--- config.mk ---
export PLATFORM = sky130hd
export DESIGN_NAME = mem_port_arbiter_4
export DESIGN_NICKNAME = d
export VERILOG_FILES = /design/src/rtl/mem_port_arbiter_4.sv
export SDC_FILE = /design/constraint.sdc
export NUM_CORES = 1
export LEC_CHECK = 0
export ABC_AREA = 1
export CAP_MARGIN = 20
export CORE_MARGIN = 5
export CORE_UTILIZATION = 56
export DETAILED_ROUTE_END_ITERATION = 10
export GPL_TIMING_DRIVEN = 0
export PLACE_DENSITY = 0.91
export SETUP_SLACK_MARGIN = 0.3
export SYNTH_ARGS = -nofsm -noshare
export SYNTH_HDL_FRONTEND = slang
export SYNTH_SLANG_ARGS = --single-unit
--- constraint.sdc ---
create_clock -name clk -period 2.4 [get_ports clk]
set_input_delay 0.24 -clock clk [delete_from_list [all_inputs] [get_ports clk]]
set_output_delay 0.24 -clock clk [all_outputs]
set_load 0.1 [all_outputs]
--- src/rtl/mem_port_arbiter_4.sv ---
// mem_port_arbiter_4
//   Round-robin arbiter for four requesters sharing one memory port. The
//   granted requester's index drives the sel input of the downstream 4:1 data
//   mux. A grant is held until the memory pulses done, the requester drops its
//   request, or the hold counter reaches TIMEOUT cycles.
//
// Parameters
//   TIMEOUT    maximum number of cycles one grant may be held (1..2**CNT_WIDTH-1)
//   CNT_WIDTH  width of the hold-cycle counter
//
// Ports
//   clk      in   1  clock, all state changes on the rising edge
//   rst_n    in   1  asynchronous active-low reset
//   req      in   4  request per requester, bit i = requester i
//   done     in   1  memory transaction complete, 1-cycle pulse while busy
//   gnt      out  4  one-hot grant, all zeros when idle
//   sel      out  2  binary index of the granted requester
//   busy     out  1  high while a grant is held
//   timeout  out  1  1-cycle pulse when a grant is forcibly released
module mem_port_arbiter_4 #(
  parameter int TIMEOUT   = 16,
  parameter int CNT_WIDTH = 5
) (
  input  logic       clk,
  input  logic       rst_n,
  input  logic [3:0] req,
  input  logic       done,
  output logic [3:0] gnt,
  output logic [1:0] sel,
  output logic       busy,
  output logic       timeout
);

  typedef enum logic {
    IDLE = 1'b0,
    BUSY = 1'b1
  } state_t;

  state_t               state_reg,   state_next;
  logic [1:0]           ptr_reg,     ptr_next;
  logic [CNT_WIDTH-1:0] cnt_reg,     cnt_next;
  logic [3:0]           gnt_reg,     gnt_next;
  logic [1:0]           sel_reg,     sel_next;
  logic                 busy_reg,    busy_next;
  logic                 timeout_reg, timeout_next;

  logic       win_valid;
  logic [1:0] win_idx;
  logic [1:0] cand_idx;
  logic [3:0] win_onehot;
  logic       withdrew;
  logic       at_limit;

  // Round-robin pick: scan ptr, ptr+1, ... (mod 4). The loop runs from the
  // farthest offset down to ptr itself so the nearest set bit is the last
  // assignment and therefore wins.
  always_comb begin
    win_valid = 1'b0;
    win_idx   = ptr_reg;
    cand_idx  = ptr_reg;
    for (int k = 3; k >= 0; k--) begin
      cand_idx = ptr_reg + 2'(k);
      if (req[cand_idx]) begin
        win_valid = 1'b1;
        win_idx   = cand_idx;
      end
    end
  end

  genvar gi;
  generate
    for (gi = 0; gi < 4; gi++) begin : g_onehot
      assign win_onehot[gi] = win_valid && (win_idx == 2'(gi));
    end
  endgenerate

  assign withdrew = !req[sel_reg];
  // cnt counts 0..TIMEOUT-1 over the held cycles, so releasing at TIMEOUT-1
  // gives exactly TIMEOUT cycles of gnt and the counter can never wrap.
  assign at_limit = (cnt_reg == CNT_WIDTH'(TIMEOUT - 1));

  always_ff @(posedge clk or negedge rst_n) begin
    if (!rst_n) begin
      state_reg   <= IDLE;
      ptr_reg     <= 2'd0;
      cnt_reg     <= '0;
      gnt_reg     <= 4'b0000;
      sel_reg     <= 2'd0;
      busy_reg    <= 1'b0;
      timeout_reg <= 1'b0;
    end else begin
      state_reg   <= state_next;
      ptr_reg     <= ptr_next;
      cnt_reg     <= cnt_next;
      gnt_reg     <= gnt_next;
      sel_reg     <= sel_next;
      busy_reg    <= busy_next;
      timeout_reg <= timeout_next;
    end
  end

  always_comb begin
    state_next   = state_reg;
    ptr_next     = ptr_reg;
    cnt_next     = cnt_reg;
    gnt_next     = gnt_reg;
    sel_next     = sel_reg;
    busy_next    = busy_reg;
    timeout_next = 1'b0;

    case (state_reg)
      IDLE: begin
        // done is ignored here; only a pending request starts a grant.
        if (win_valid) begin
          state_next = BUSY;
          gnt_next   = win_onehot;
          sel_next   = win_idx;
          busy_next  = 1'b1;
          cnt_next   = '0;
          // Priority moves on at grant time, so a requester that later times
          // out has already lost its turn.
          ptr_next   = win_idx + 2'd1;
        end
      end

      BUSY: begin
        if (done || withdrew || at_limit) begin
          // sel deliberately keeps its last value across the release.
          state_next   = IDLE;
          gnt_next     = 4'b0000;
          busy_next    = 1'b0;
          cnt_next     = '0;
          timeout_next = !done && !withdrew;
        end else begin
          cnt_next = cnt_reg + CNT_WIDTH'(1);
        end
      end

      default: begin
        state_next = IDLE;
        gnt_next   = 4'b0000;
        busy_next  = 1'b0;
        cnt_next   = '0;
      end
    endcase
  end

  assign gnt     = gnt_reg;
  assign sel     = sel_reg;
  assign busy    = busy_reg;
  assign timeout = timeout_reg;

endmodule

# Yosys cells after proc, flatten, opt, wreduce, memory -nomap -nowiden
# Cells that the tools add are included.
dict set report word_totals {
  elab_cells 68
  ff_bits 16
  output_inout_bits 8
  input_bits 7
}
dict set report op_classes {
  reduce_logical 12
  n_addsub 5
  mux 32
  bitwise_logic 1
  n_lt_le_gt_ge 5
  eq_ne 6
}
# op count
set op_table {}
lappend op_table {{$lt A2 B3 Y1 const B} 5}
lappend op_table {{$mux W1} 15}
lappend op_table {{$bmux W1 S2} 5}
lappend op_table {{$mux W5} 2}
lappend op_table {{$pmux W5 S2} 1}
lappend op_table {{$mux W2} 4}
lappend op_table {{$mux W4} 2}
lappend op_table {{$pmux W4 S2} 1}
lappend op_table {{$add A5 B1 Y5 const B} 1}
lappend op_table {{$eq A5 B4 Y1 const B} 1}
lappend op_table {{$logic_and A1 B1 Y1} 5}
lappend op_table {{$add A2 B1 Y2 const B} 2}
lappend op_table {{$add A2 B2 Y2 const B} 2}
lappend op_table {{$eq A2 B2 Y1 const B} 2}
lappend op_table {{$pmux W1 S2} 2}
lappend op_table {{$reduce_and A2 Y1} 2}
lappend op_table {{$eq A2 B1 Y1 const B} 1}
lappend op_table {{$logic_not A1 Y1} 2}
lappend op_table {{$logic_not A2 Y1} 1}
lappend op_table {{$logic_or A1 B1 Y1} 2}
lappend op_table {{$ne A2 B1 Y1 const B} 1}
lappend op_table {{$ne A2 B2 Y1 const B} 1}
lappend op_table {{$not A1 Y1} 1}

# Longest topological paths before layout
# Gate-level depths: netlist of run 1.
dict set report depth {
  depth_word 11
  depth_mapped 14
  depth_no_buf 13
}

# Worst setup path after synthesis of run 1
# No wires, ideal clock.
dict set report synth_timing {
  path_kind {register to register}
  start {reg sel_reg[0] (netlist: sel[0])}
  end {reg cnt_reg[2]}
  stages_incl_launch_ff 9
  t_required_ns 2.318
  arrival_ns 1.867
  setup_ns 0.082
  path_slack_ns 0.450
  path_buffers 0
  cell_sequence {dfrtp_1 inv_1 a21oi_1 o21ai_0 a21oi_1 nand2_1 nor2_1 inv_1 o22ai_1}
}
dict set report synth_between {
  elab_chain_len 7
}
# item line
set synth_lines {}
lappend synth_lines {{start: declaration} 43} ;# logic [1:0] sel_reg, sel_next;
lappend synth_lines {{start signal: assignment} 96} ;# sel_reg <= sel_next;
lappend synth_lines {{$bmux W1 S2} 77} ;# assign withdrew = !req[sel_reg];
lappend synth_lines {{$mux W1 (implied by the code)} 77}
lappend synth_lines {{$logic_not A1 Y1} 77}
lappend synth_lines {{$logic_or A1 B1 Y1 (2 in series)} 127} ;# if (done || withdrew || at_limit) begin
lappend synth_lines {{$mux W5} 127}
lappend synth_lines {{$pmux W5 S2} 111} ;# case (state_reg)
lappend synth_lines {{end signal: assignment} 94} ;# cnt_reg <= cnt_next;
lappend synth_lines {{end: declaration} 41} ;# logic [CNT_WIDTH-1:0] cnt_reg, cnt_next;
# No other way between the ends. The select of a mux whose other input is x is not followed.
# A chain may end at the register's enable or synchronous reset.

# Worst setup path in the final report of run 1
dict set report layout_timing {
  start {reg gnt_reg[1] (netlist: gnt[1])}
  end {out gnt[1]}
}
# item line
set layout_lines {}
lappend layout_lines {{start: declaration} 42} ;# logic [3:0] gnt_reg, gnt_next;
lappend layout_lines {{start signal: assignment} 95} ;# gnt_reg <= gnt_next;
lappend layout_lines {{end: declaration} 28} ;# output logic [3:0] gnt,
# No word-level cell between the ends.

==> flow_summary.toml, run 1 <==
[floorplanning]
ios = 15
row_count = 15
die_x_um = 52.3
core_um2 = 1710
initial_core_util = 0.587
dieArea_um2 = 2740
die_h_um = 52.3

[logic_synthesis]
syn-cell-area_um2 = 1000
synthCells = 135
synth_edf_count = 0
avgSynthCellArea_um2 = 7.42
synth-seq-area-share = 0.400
synth_top_cells_by_count = "nand2_1, inv_1, dfrtp_1, nand2_2, nand3_1"
synth_area_leaders = "dfrtp_1, nand2_1, nand2_2"
ys.flop_type = "dfrtp_1"
synth.distinct_cells = 26
async_reset_ff_frac = 1.00
synth_nets = 144
yosys_warnings = 0
ys_ff_latch = 16
yosysTopAreaCell = "dfrtp_1"
yosysTopAreaCellShare = 0.400
yosysMostFrequentCell = "nand2_1"

[placement]
portBuffers = 14
placed_area_um2 = 1170
gp_congestion = 0.865
hpwl_um = 1620

[worst_setup_path]
crit_type = "flip-flop to primary output"
worstPathArrival_ns = 1.79
end_kind = "primary output"
path_delay_family = "buffers and inverters"
setup.worst_path.start = "gnt[1]"
cp_num_buf_inv = 1
worstPathRequired_ns = 2.16
reg2reg_depth = 13
cp_max_fo = 2
reg2reg_to = "ptr_reg[1]"
reg2reg_slack_ns = 0.81
path_depth = 1
critPathLaunchType = "flip-flop"
cpPeakStageDelay_ns = 1.14
cp-endpoint = "gnt[1]"
critPathSlowestCell = "clkdlybuf4s50_1"
cp_cell_sequence = "clkdlybuf4s50_1"
rr_startpoint = "ptr_reg[0]"

[cts]
cts-root-buf = "clkbuf_4"
clkLatencyLatePin_ns = 0.29
clk_pin_slew_worst_paths_ns = 0.09
ctsHoldBuffers = 0
htree_num_levels = 1
post_cts_buffers = 0
cts_buffer_depth = 2
cts_tree = "done"
cts_sinks = 16
cts_inserted_buffers = 3

[cells_and_area]
drive_above_1_share = 0.176
antenna_cells = 0
finalNetCount = 163
postLayoutCellArea_um2 = 1210
syn2layout_area_growth_pct = 20.8
largest_reg_flops = 5

[sta]
finalCritPeriodShare = 0.845
rsz0062_at_grt = "no"
maxSlewHeadroom = 0.350
maxSlewViolCount = 0
skew_ns = 0.00371
finalHoldViolations = 0
max_clock_freq_mhz = 493
tightest_slew_ns = 0.971
setup_viol = 0
finalSetupTns_ns = 0
layout_min_cycle_time_ns = 2.03

[detailed_routing]
drt_iter0_markers = 21
drt_pass1_iterations = 4
viasPerCell = 5.13
ant_nets = 0
route.detailed.drc = 0
wl_um = 2030
route.vias.total = 914
wire_per_inst_um = 11.4

[global_routing]
antenna_found_initial = 0
grt_max_degree = 17
track_usage = 0.176
overflow = 0
grt_pass1_wl_um = 3640
grt_pass1_vias = 922

[worst_hold_path]
hp-class = "primary input to asynchronous set/reset pin"

[status]
status = "complete, no violations"

[flow_run]
maxCapViolations = 0
routing by layer:
| layer | share of wire | routed length [um] | vias up | GRT usage |
|---|---|---|---|---|
| met5 | 0 | 0 | - | 0 |
| met4 | 0.010 | 21 | 0 | 0.0936 |
| met3 | 0.039 | 78 | 4 | 0.0256 |
| met2 | 0.51 | 1040 | 21 | 0.314 |
| met1 | 0.44 | 886 | 430 | 0.199 |
| li1 | - | - | 459 | - |
how the worst min path moves through the flow:
stage | slack (ns) | end | cells past startpoint | startpoint
2_1_floorplan | -0.06 | busy | 0 | rst_n
3_3_place_gp | 0.46 | gnt[0] | 2 | gnt[0]
3_5_place_dp | 0.46 | gnt[1] | 2 | gnt[1]
4_1_cts | 0.39 | state_reg | 1 | rst_n
5_1_grt | 0.41 | gnt[1] | 1 | rst_n
6_report | 0.37 | state_reg | 1 | rst_n
area by class of cell:
| cell class | instances | area [um^2] |
|---|---|---|
| inverter | 22 | 91.3 |
| sequential | 16 | 400 |
| fill | 130 | 497 |
| tap | 25 | 31.3 |
| buffer | 1 | 11.3 |
| clock buffer | 4 | 36.3 |
| timing repair buffer | 14 | 141 |
| multi-input combinational | 96 | 499 |
per-stage QoR:
step | std cells | hold slack, ns | utilization | setup WS, ns
detailed placement | 174 | 0.465 | 0.687 | 0.576
floorplan | 135 | -0.0556 | - | 0.450
global placement | 174 | 0.459 | 0.687 | 0.640
finish | 178 | 0.373 | 0.709 | 0.372
global route | 178 | 0.409 | 0.709 | 0.308
CTS | 178 | 0.388 | 0.708 | 0.319
kinds of logic (layout without fill, tap and decap cells):
| logic type | count (synthesis) | count (layout) | share of synthesized area |
|---|---|---|---|
| compound gates | 13 | 13 | 0.0712 |
| simple gates | 79 | 79 | 0.385 |
| fa+ha+maj | 2 | 2 | 0.0250 |
| xor+xnor | 2 | 2 | 0.0175 |
| buf+inv | 23 | 41 | 0.102 |
| flops | 16 | 16 | 0.399 |
timing repair:
item                                    CTS  global route
endpoints found under the setup margin    1             1
pin swaps                                 0             0
resized for setup                         1             1
placed cells by master, fill, tap and decap left out, types with 4 or more instances in the layout:
master           count
a21oi_1              4
clkdlybuf4s50_1     12
dfrtp_1             16
inv_1               17
nand2_1             46
nand2_2             11
nand3_1             10
o21ai_0              4
Power of run 1 is not shown: default switching activity piles up to over one toggle a cycle in this logic, so the estimate is an artifact.
==> run 2, diff against run 1 <==
--- a/config.mk
+++ b/config.mk
@@ -8,10 +8,10 @@
 export ABC_AREA = 1
 export CAP_MARGIN = 20
 export CORE_MARGIN = 5
-export CORE_UTILIZATION = 56
+export CORE_UTILIZATION = 52
 export DETAILED_ROUTE_END_ITERATION = 10
 export GPL_TIMING_DRIVEN = 0
-export PLACE_DENSITY = 0.91
+export PLACE_DENSITY = 0.86
 export SETUP_SLACK_MARGIN = 0.3
 export SYNTH_ARGS = -nofsm -noshare
 export SYNTH_HDL_FRONTEND = slang
==> constraint.sdc (replaced) <==
create_clock -name clk -period 1.9 [get_ports clk]
set_input_delay 0.19 -clock clk [delete_from_list [all_inputs] [get_ports clk]]
set_output_delay 0.19 -clock clk [all_outputs]
set_load 0.1 [all_outputs]
==> run 2 against run 1 <==
Effect of this change: cell count up 3.4%; non-clock buffer count up 7; via count up 5.7%; core utilization up 9.2 points; sequential share of layout area down 4.6 points; critical endpoint is now gnt[1]; flip-flop and latch count unchanged; global-route usage up 1.0 points; die area up 6.2%; routed wire length up 25%; critical path type is now flip-flop to flip-flop; setup slack worse by 0.029 ns; cell area up 18%.
==> flow_summary.toml, run 2 (same netlist as run 1, synthesis figures left out) <==
[cts]
clkLatencyLatePin_ns = 0.28
cts-root-buf = "clkbuf_4"
cts_sinks = 16
cts_buffer_depth = 2
clk_pin_slew_worst_paths_ns = 0.09
ctsHoldBuffers = 0
htree_num_levels = 1
cts_inserted_buffers = 3
cts_tree = "done"

[global_routing]
antenna_found_initial = 0
grt_pass1_vias = 955
track_usage = 0.186
grt_pass1_wl_um = 3900
overflow = 0
grt_max_degree = 17

[sta]
skew_ns = 0.00367
maxSlewViolCount = 0
finalCritPeriodShare = 0.820
max_clock_freq_mhz = 642
finalSetupTns_ns = 0
tightest_slew_ns = 0.713
worst_slack_ns = 0.343
setup_viol = 0
layout_min_cycle_time_ns = 1.56
maxSlewHeadroom = 0.523
rsz0062_at_grt = "yes"
finalHoldViolations = 0

[floorplanning]
die_x_um = 53.9
ios = 15
die_h_um = 53.9
core_um2 = 1780
initial_core_util = 0.562
row_count = 15
dieArea_um2 = 2910

[cells_and_area]
mostFrequentLayoutCells = "nand2_1, nand2_4, inv_1, nand2_2, dfrtp_1"
postLayoutCellArea_um2 = 1430
largest_reg_flops = 5
drive_above_1_share = 0.434
syn2layout_area_growth_pct = 42.4
antenna_cells = 0
fin_util = 0.801
final_common_cell = "nand2_1"
finalNetCount = 170
fill_cells = 114

[placement]
pre_cts_ws_ns = 0.0773
gp_congestion = 0.867
placed_area_um2 = 1180
hpwl_um = 1690
portBuffers = 14

[detailed_routing]
route.vias.total = 966
wl_um = 2530
ant_nets = 0
drt_iter0_markers = 9
drt_pass1_iterations = 4
route.detailed.drc = 0
viasPerCell = 5.25
wire_per_inst_um = 13.8

[worst_setup_path]
cp_max_fo = 5
crit_type = "flip-flop to flip-flop"
end_kind = "flip-flop"
worstPathRequired_ns = 2.12
critPathLaunchType = "flip-flop"
worstPathArrival_ns = 1.78
rr_startpoint = "ptr_reg[1]"
setup.worst_path.start = "ptr_reg[1]"

[status]
status = "complete, no violations"

[flow_run]
maxCapViolations = 0

[worst_hold_path]
hp-class = "primary input to asynchronous set/reset pin"
run 2: cell type report:
| type | instances | area (um^2) | area share |
|---|---|---|---|
| buffer | 1 | 11.3 | 0.00789 |
| multi-input combinational | 96 | 642 | 0.450 |
| inverter | 22 | 95.1 | 0.0666 |
| clock buffer | 3 | 22.5 | 0.0158 |
| sequential | 16 | 407 | 0.285 |
| timing repair buffer | 21 | 219 | 0.153 |
| tap | 25 | 31.3 | 0.0219 |
run 2: per-layer routing:
layer	global-route usage	vias up	share of wire
met1	0.224	462	0.44
met2	0.317	23	0.52
met4	0.106	0	0.024
li1	-	473	-
met5	0	-	0
met3	0.0222	8	0.017
run 2: final timing paths:
check                                to  slack, ns  cells after the start
min in group clk                 gnt[3]       0.49                      2
worst min-delay path            timeout       0.33                      1
worst min register to register   gnt[3]       0.49                      2
worst max register to register   gnt[1]       0.34                     13
worst max-delay path             gnt[1]       0.34                     13
max in group asynchronous        sel[0]       1.05                      1
run 2: repair_timing:
item / CTS / global route
pin swaps: 0 / 20
resized for setup: 24 / 51
setup endpoints to repair: 8 / 14
setup buffers: 0 / 7
run 2: critical path, cell delays in order (launching register included):
cell     delay (ns)
dfrtp_2        0.47
inv_2          0.13
nand2_2        0.08
nand2_4        0.10
nand2_4        0.08
nand2_2        0.06
inv_2          0.03
nand2_1        0.05
nand2_1        0.05
nand2_1        0.07
nand2_2        0.10
nor2_4         0.14
nand2_2        0.08
nand2_1        0.07
run 2: stage by stage:
| step | instances | hold slack [ns] |
|---|---|---|
| after CTS | 177 | 0.345 |
| after detailed placement | 174 | 0.462 |
| after global placement | 174 | 0.458 |
| after floorplan | 135 | -0.106 |
| after global routing | 184 | 0.378 |
| final | 184 | 0.331 |
Power of run 2 is left out for the same reason.
==> run 3, diff against run 2 <==
--- a/config.mk
+++ b/config.mk
@@ -8,10 +8,10 @@
 export ABC_AREA = 1
 export CAP_MARGIN = 20
 export CORE_MARGIN = 5
-export CORE_UTILIZATION = 52
+export CORE_UTILIZATION = 47
 export DETAILED_ROUTE_END_ITERATION = 10
 export GPL_TIMING_DRIVEN = 0
-export PLACE_DENSITY = 0.86
+export PLACE_DENSITY = 0.83
 export SETUP_SLACK_MARGIN = 0.3
 export SYNTH_ARGS = -nofsm -noshare
 export SYNTH_HDL_FRONTEND = slang
==> constraint.sdc (replaced) <==
create_clock -name clk -period 1.35 [get_ports clk]
set_input_delay 0.135 -clock clk [delete_from_list [all_inputs] [get_ports clk]]
set_output_delay 0.135 -clock clk [all_outputs]
set_load 0.1 [all_outputs]
==> run 3 against run 2 <==
Effect of this change: count of clock-buffer cells in the layout increased by 1; cell area is 5.6% higher; via count decreased by 2.6%; first-iteration DRC count rose by 44%; clock skew increased by 0.0050 ns; routed wire length decreased by 4.8%; sequential share of layout area is 1.3 points lower; setup slack lost 0.54 ns; maximum frequency up 0.58%; flip-flop and latch count unchanged; core utilization decreased by 4.8 points; critical endpoint is now ptr_reg[0]; the flow now finishes with violations (setup timing).
==> flow_summary.toml, run 3 (same netlist as run 1, synthesis figures left out) <==
[floorplanning]
initial_core_util = 0.501
dieArea_um2 = 3160
die_h_um = 56.2
row_count = 16
core_um2 = 2000
ios = 15
die_x_um = 56.2

[placement]
portBuffers = 14
hpwl_um = 1710
gp_congestion = 0.775

[cells_and_area]
mostFrequentLayoutCells = "nand2_1, nand2_2, dfrtp_1, inv_1, nand2_4"
fill_cells = 147
fin_util = 0.753
register_area_um2 = 409
finalNetCount = 171
largest_reg_flops = 5
antenna_cells = 0
syn2layout_area_growth_pct = 50.4
multi_input_area_um2 = 653
final_common_cell = "nand2_1"
drive_above_1_share = 0.491

[sta]
layout_min_cycle_time_ns = 1.55
maxSlewViolCount = 0
skew_ns = 0.00870
worst_slack_ns = -0.198
whs_ns = 0.262
finalHoldViolations = 0
finalCritPeriodShare = 1.15
tightest_slew_ns = 0.705
maxSlewHeadroom = 0.528
setup_viol = 16
rsz0062_at_grt = "yes"
max_clock_freq_mhz = 646

[worst_hold_path]
hp-class = "primary input to asynchronous set/reset pin"

[global_routing]
grt_pass1_wl_um = 4260
overflow = 0
grt_max_degree = 17
antenna_found_initial = 0
track_usage = 0.168
grt_pass1_vias = 996

[detailed_routing]
route.detailed.drc = 0
route.vias.total = 941
drt_iter0_markers = 13
ant_nets = 0
viasPerCell = 5.01
wire_per_inst_um = 12.8
wl_um = 2410
met2_length_um = 1340
drt_pass1_iterations = 4
met1_length_um = 965
top_layer = "met4"
met3_length_um = 43

[worst_setup_path]
reg2reg_slack_ns = -0.20
critPathLaunchType = "flip-flop"
worstPathArrival_ns = 1.74
reg2reg_depth = 10
crit_type = "flip-flop to flip-flop"
worstPathRequired_ns = 1.54
cp_max_fo = 8
end_kind = "flip-flop"
rr_startpoint = "ptr_reg[0]"
reg2reg_to = "ptr_reg[0]"

[status]
status = "complete, but fails checks"
failed_checks = "setup timing"

[cts]
cts-root-buf = "clkbuf_4"
clk_pin_slew_worst_paths_ns = 0.10
cts_inserted_buffers = 3
cts_sinks = 16
htree_num_levels = 1
cts_tree = "done"
clkLatencyLatePin_ns = 0.29
cts_buffer_depth = 2

[flow_run]
maxCapViolations = 0
[run 3: cell count changes in the layout (fill, tap and decap cells not counted), sizes merged]
cell / previous run / this run
buf: 8 / 17
clkbuf: 3 / 4
clkdlybuf4s15: 8 / 0
clkinv: 0 / 1
inv: 22 / 21
[run 3: metal layers]
metal	vias to the layer above	track usage
met3	7	0.0232
met2	13	0.327
met1	447	0.171
met4	0	0.0814
li1	474	-
met5	-	0
[run 3: area by class of cell]
type / count / area share
Buffer: 1 / 0.00747
Clock buffer: 4 / 0.0241
Inverter: 22 / 0.0622
Multi-Input combinational cell: 96 / 0.433
Sequential cell: 16 / 0.271
Tap cell: 27 / 0.0224
Timing Repair Buffer: 22 / 0.179
[run 3: critical path, stage by stage, from the launching register on]
cell and delay [ns]:
dfrtp_1 0.38, buf_6 0.14, nand2_1 0.11, nand2_4 0.07, nand2_4 0.10, nand2_4 0.07, nor2_4 0.16, nand2_4 0.08
nand2_8 0.10, inv_4 0.06, o21a_1 0.16
[run 3: how the worst max path moves through the flow]
stage               cells after the start         end        from  slack, ns
floorplan                              10      gnt[0]      sel[0]      -0.15
global placement                        1      sel[0]      sel[0]      -0.33
detailed placement                      1      sel[0]      sel[0]      -0.33
CTS                                    12  ptr_reg[0]  ptr_reg[0]      -0.16
global route                           10  ptr_reg[0]  ptr_reg[0]      -0.29
finish                                 10  ptr_reg[0]  ptr_reg[0]      -0.20
[run 3: stage by stage]
step	cells	instance area (um^2)	worst slack (ns)	setup TNS, ns
floorplan	135	1040	-0.150	-1.25
global placement	176	1220	-0.334	-5.27
detailed placement	176	1220	-0.333	-5.99
CTS	188	1430	-0.164	-1.66
global route	188	1510	-0.294	-3.71
finish	188	1510	-0.198	-2.03
[run 3: timing repair]
action,4_1_cts,5_1_grt
buffers inserted,8,0
resized for setup,89,19
endpoints found under the setup margin,24,23
pin swaps,17,8
hold buffers,0,0
Power of run 3 is left out for the same reason.
==> RTL change (flow settings as in run 2) <==
Set the parameter `CNT_WIDTH` to 10 (it was 5).
--- a/src/rtl/mem_port_arbiter_4.sv
+++ b/src/rtl/mem_port_arbiter_4.sv
@@ -21,3 +21,3 @@
   parameter int TIMEOUT   = 16,
-  parameter int CNT_WIDTH = 5
+  parameter int CNT_WIDTH = 10
 ) (
Formal check against the unedited RTL: no difference found for any inputs over 10 cycles, from zero or initial values and one cycle with rst_n low; that may be too few to reach the edited logic, so the function may still have changed.
==> RTL change against run 2 <==
- clock skew is 1.7 ps lower
- routed wire length increased by 27%
- critical path depth down 1
- fmax down 6.1%
- cell area rose by 23%
- worst setup slack lost 100 ps
- cell count is 20% higher
- sequential cell count up 5
- worst hold slack improved by 69 ps
- area after synthesis up 27%
- highest routed layer unchanged
==> RTL change: results (changes against run 2) <==
- Ys async rst share: 100% (unchanged)
- Post-DRT Antenna Nets: 0 (unchanged)
- Iter 0 DRT Violations: 55 (was 9)
- Synthesis Warnings: 0 (unchanged)
- Leak: approximately 0.82 nW
- Clock Tree Root: clkbuf_4 (unchanged)
- Slowest stage delay, CP: 410 ps (was 470 ps)
- Worst rel slew slack: 38.6% (was 52.3%)
- CP max stage cell: dfrtp_1 (was dfrtp_2)
- Synth Area in XOR/XNOR: 3.44% (was 1.75%)
- Dpl hpwl: 2120 um (was 1690 um)
- Pre-CTS setup slack: -2.13 ps (was 77.3 ps)
- CTS Buf Count: 3 (unchanged)
- Number of flip-flops in the largest register: 10 (was 5)
- H-tree levels: 1 (unchanged)
- Synth Area in Compound Gates: 10.4% (was 7.12%)
- Routed wire per std cell: 14.6 um (was 13.8 um)
- # nets final: 200 (was 170)
- Mux contribution to synthesized area: 0% (unchanged)
- Status: finished, final reports clean (unchanged)
- First-pass GRT wire length: 4720 um (was 3900 um)
- Fill cells: 161 (was 114)
- Largest net degree at the start of global routing: 22 (was 17)
- Clk slew on worst S/H paths: 110 ps (was 90 ps)
- Initial antenna violation count: 0 (unchanged)
- Share of layout cells above drive strength 1: 40.3% (was 43.4%)
- Number of distinct library cells after synthesis: 28 (was 26)
- Syn nets: 171 (was 144)
- Critical Path Fanout Max: 7 (was 5)
- DR vias: 1,235 (was 966)
- CP delay by family, top: simple AND/OR/NAND/NOR gates (unchanged)
- Top post-synthesis cells by area: dfrtp_1, nand2_1, nand2_2 (unchanged)
- Gpl congestion: 0.913 (was 0.867)
- Number of diodes: 0 (unchanged)
- Register area share after synthesis: 41.3% (was 40.0%)
- Most common library cells after synthesis: nand2_1, dfrtp_1, inv_1, nand2_2 (was nand2_1, inv_1, dfrtp_1, nand2_2, nand3_1)
- Hold WC Path Type: input port to async pin (unchanged)
- Total track usage: 17.2% (was 18.6%)
- Data arrival time of the worst path: 1880 ps (was 1780 ps)
- Adder-cell area share of the yosys netlist: 0.984% (was 2.50%)
- Clock skew: 2.00 ps (was 3.67 ps)
- Maximum vdd drop: 1.52 mV
[RTL change: cell types whose count changed in the layout (fill, tap and decap cells not counted), sizes merged, moves of 2 or more]
| cell | before | now |
|---|---|---|
| nand2 | 59 | 61 |
| xor2 | 1 | 4 |
| dfrtp | 16 | 21 |
| nor2 | 6 | 12 |
| buf | 8 | 10 |
| o21ai | 5 | 10 |
| nand4 | 2 | 6 |
| o22ai | 3 | 5 |
[RTL change: cell families (layout without fill, tap and decap cells)]
family,Yosys count,after routing
flops,21,21
buf+inv,24,51
simple gates,90,91
fa+ha+maj,1,1
compound gates,22,22
xor+xnor,5,5
[RTL change: power groups by stage]
| stage | clock network [mW] | logic, mW | registers (mW) |
|---|---|---|---|
| 6_report | 0.206 | 2.28 | 0.691 |
| 5_1_grt | 0.230 | 2.42 | 0.704 |
| 4_1_cts | 0.209 | 1.81 | 0.668 |
| 3_5_place_dp | 0 | 1.70 | 0.668 |
| 3_3_place_gp | 0 | 1.63 | 0.659 |
| 2_1_floorplan | 0 | 0.985 | 1.03 |
[RTL change: path summary, 6_finish.rpt]
path	end	slack [ps]	cells past startpoint	from
min in group clk	busy	490	2	busy
worst max register to register	gnt[3]	240	12	ptr_reg[0]
worst min register to register	busy	490	2	busy
worst min-delay path	cnt_reg[9]	400	1	rst_n
worst max-delay path	gnt[3]	240	12	ptr_reg[0]
max in group asynchronous	sel[0]	840	1	rst_n
[RTL change: cell type report]
cell class / instances / share of cell area [%]
inverters: 23 / 5.89
multi-input cells: 119 / 46.6
flip-flops and latches: 21 / 30.2
plain buffers: 1 / 0.639
clock buffers: 4 / 1.49
well taps: 30 / 2.13
repair buffers: 23 / 13.1
[RTL change: stage by stage]
step                      util [%]  total power, mW  area [sq um]  std cells  TNS, ps
after floorplan                  -             2.01          1280        163        0
after global placement        60.3             2.29          1450        207        0
after detailed placement      60.3             2.37          1450        207    -2.13
after CTS                     64.3             2.69          1550        213        0
after global routing          73.2             3.36          1760        221        0
final                         73.2             3.17          1760        221        0
[RTL change: per-layer routing]
metal / share of wire, % / GRT usage, % / vias to the layer above
met3: 4.5 / 2.61 / 13
met1: 39 / 18.6 / 597
li1: - / - / 582
met5: 0 / 0 / -
met2: 53 / 32.6 / 43
met4: 2.8 / 7.12 / 0
[RTL change: what timing repair did]
action,CTS,global route
cloned,1,1
gates resized for setup,34,37
hold buffers,0,0
pin swaps,5,19
endpoints found under the setup margin,27,15
buffers inserted,1,7
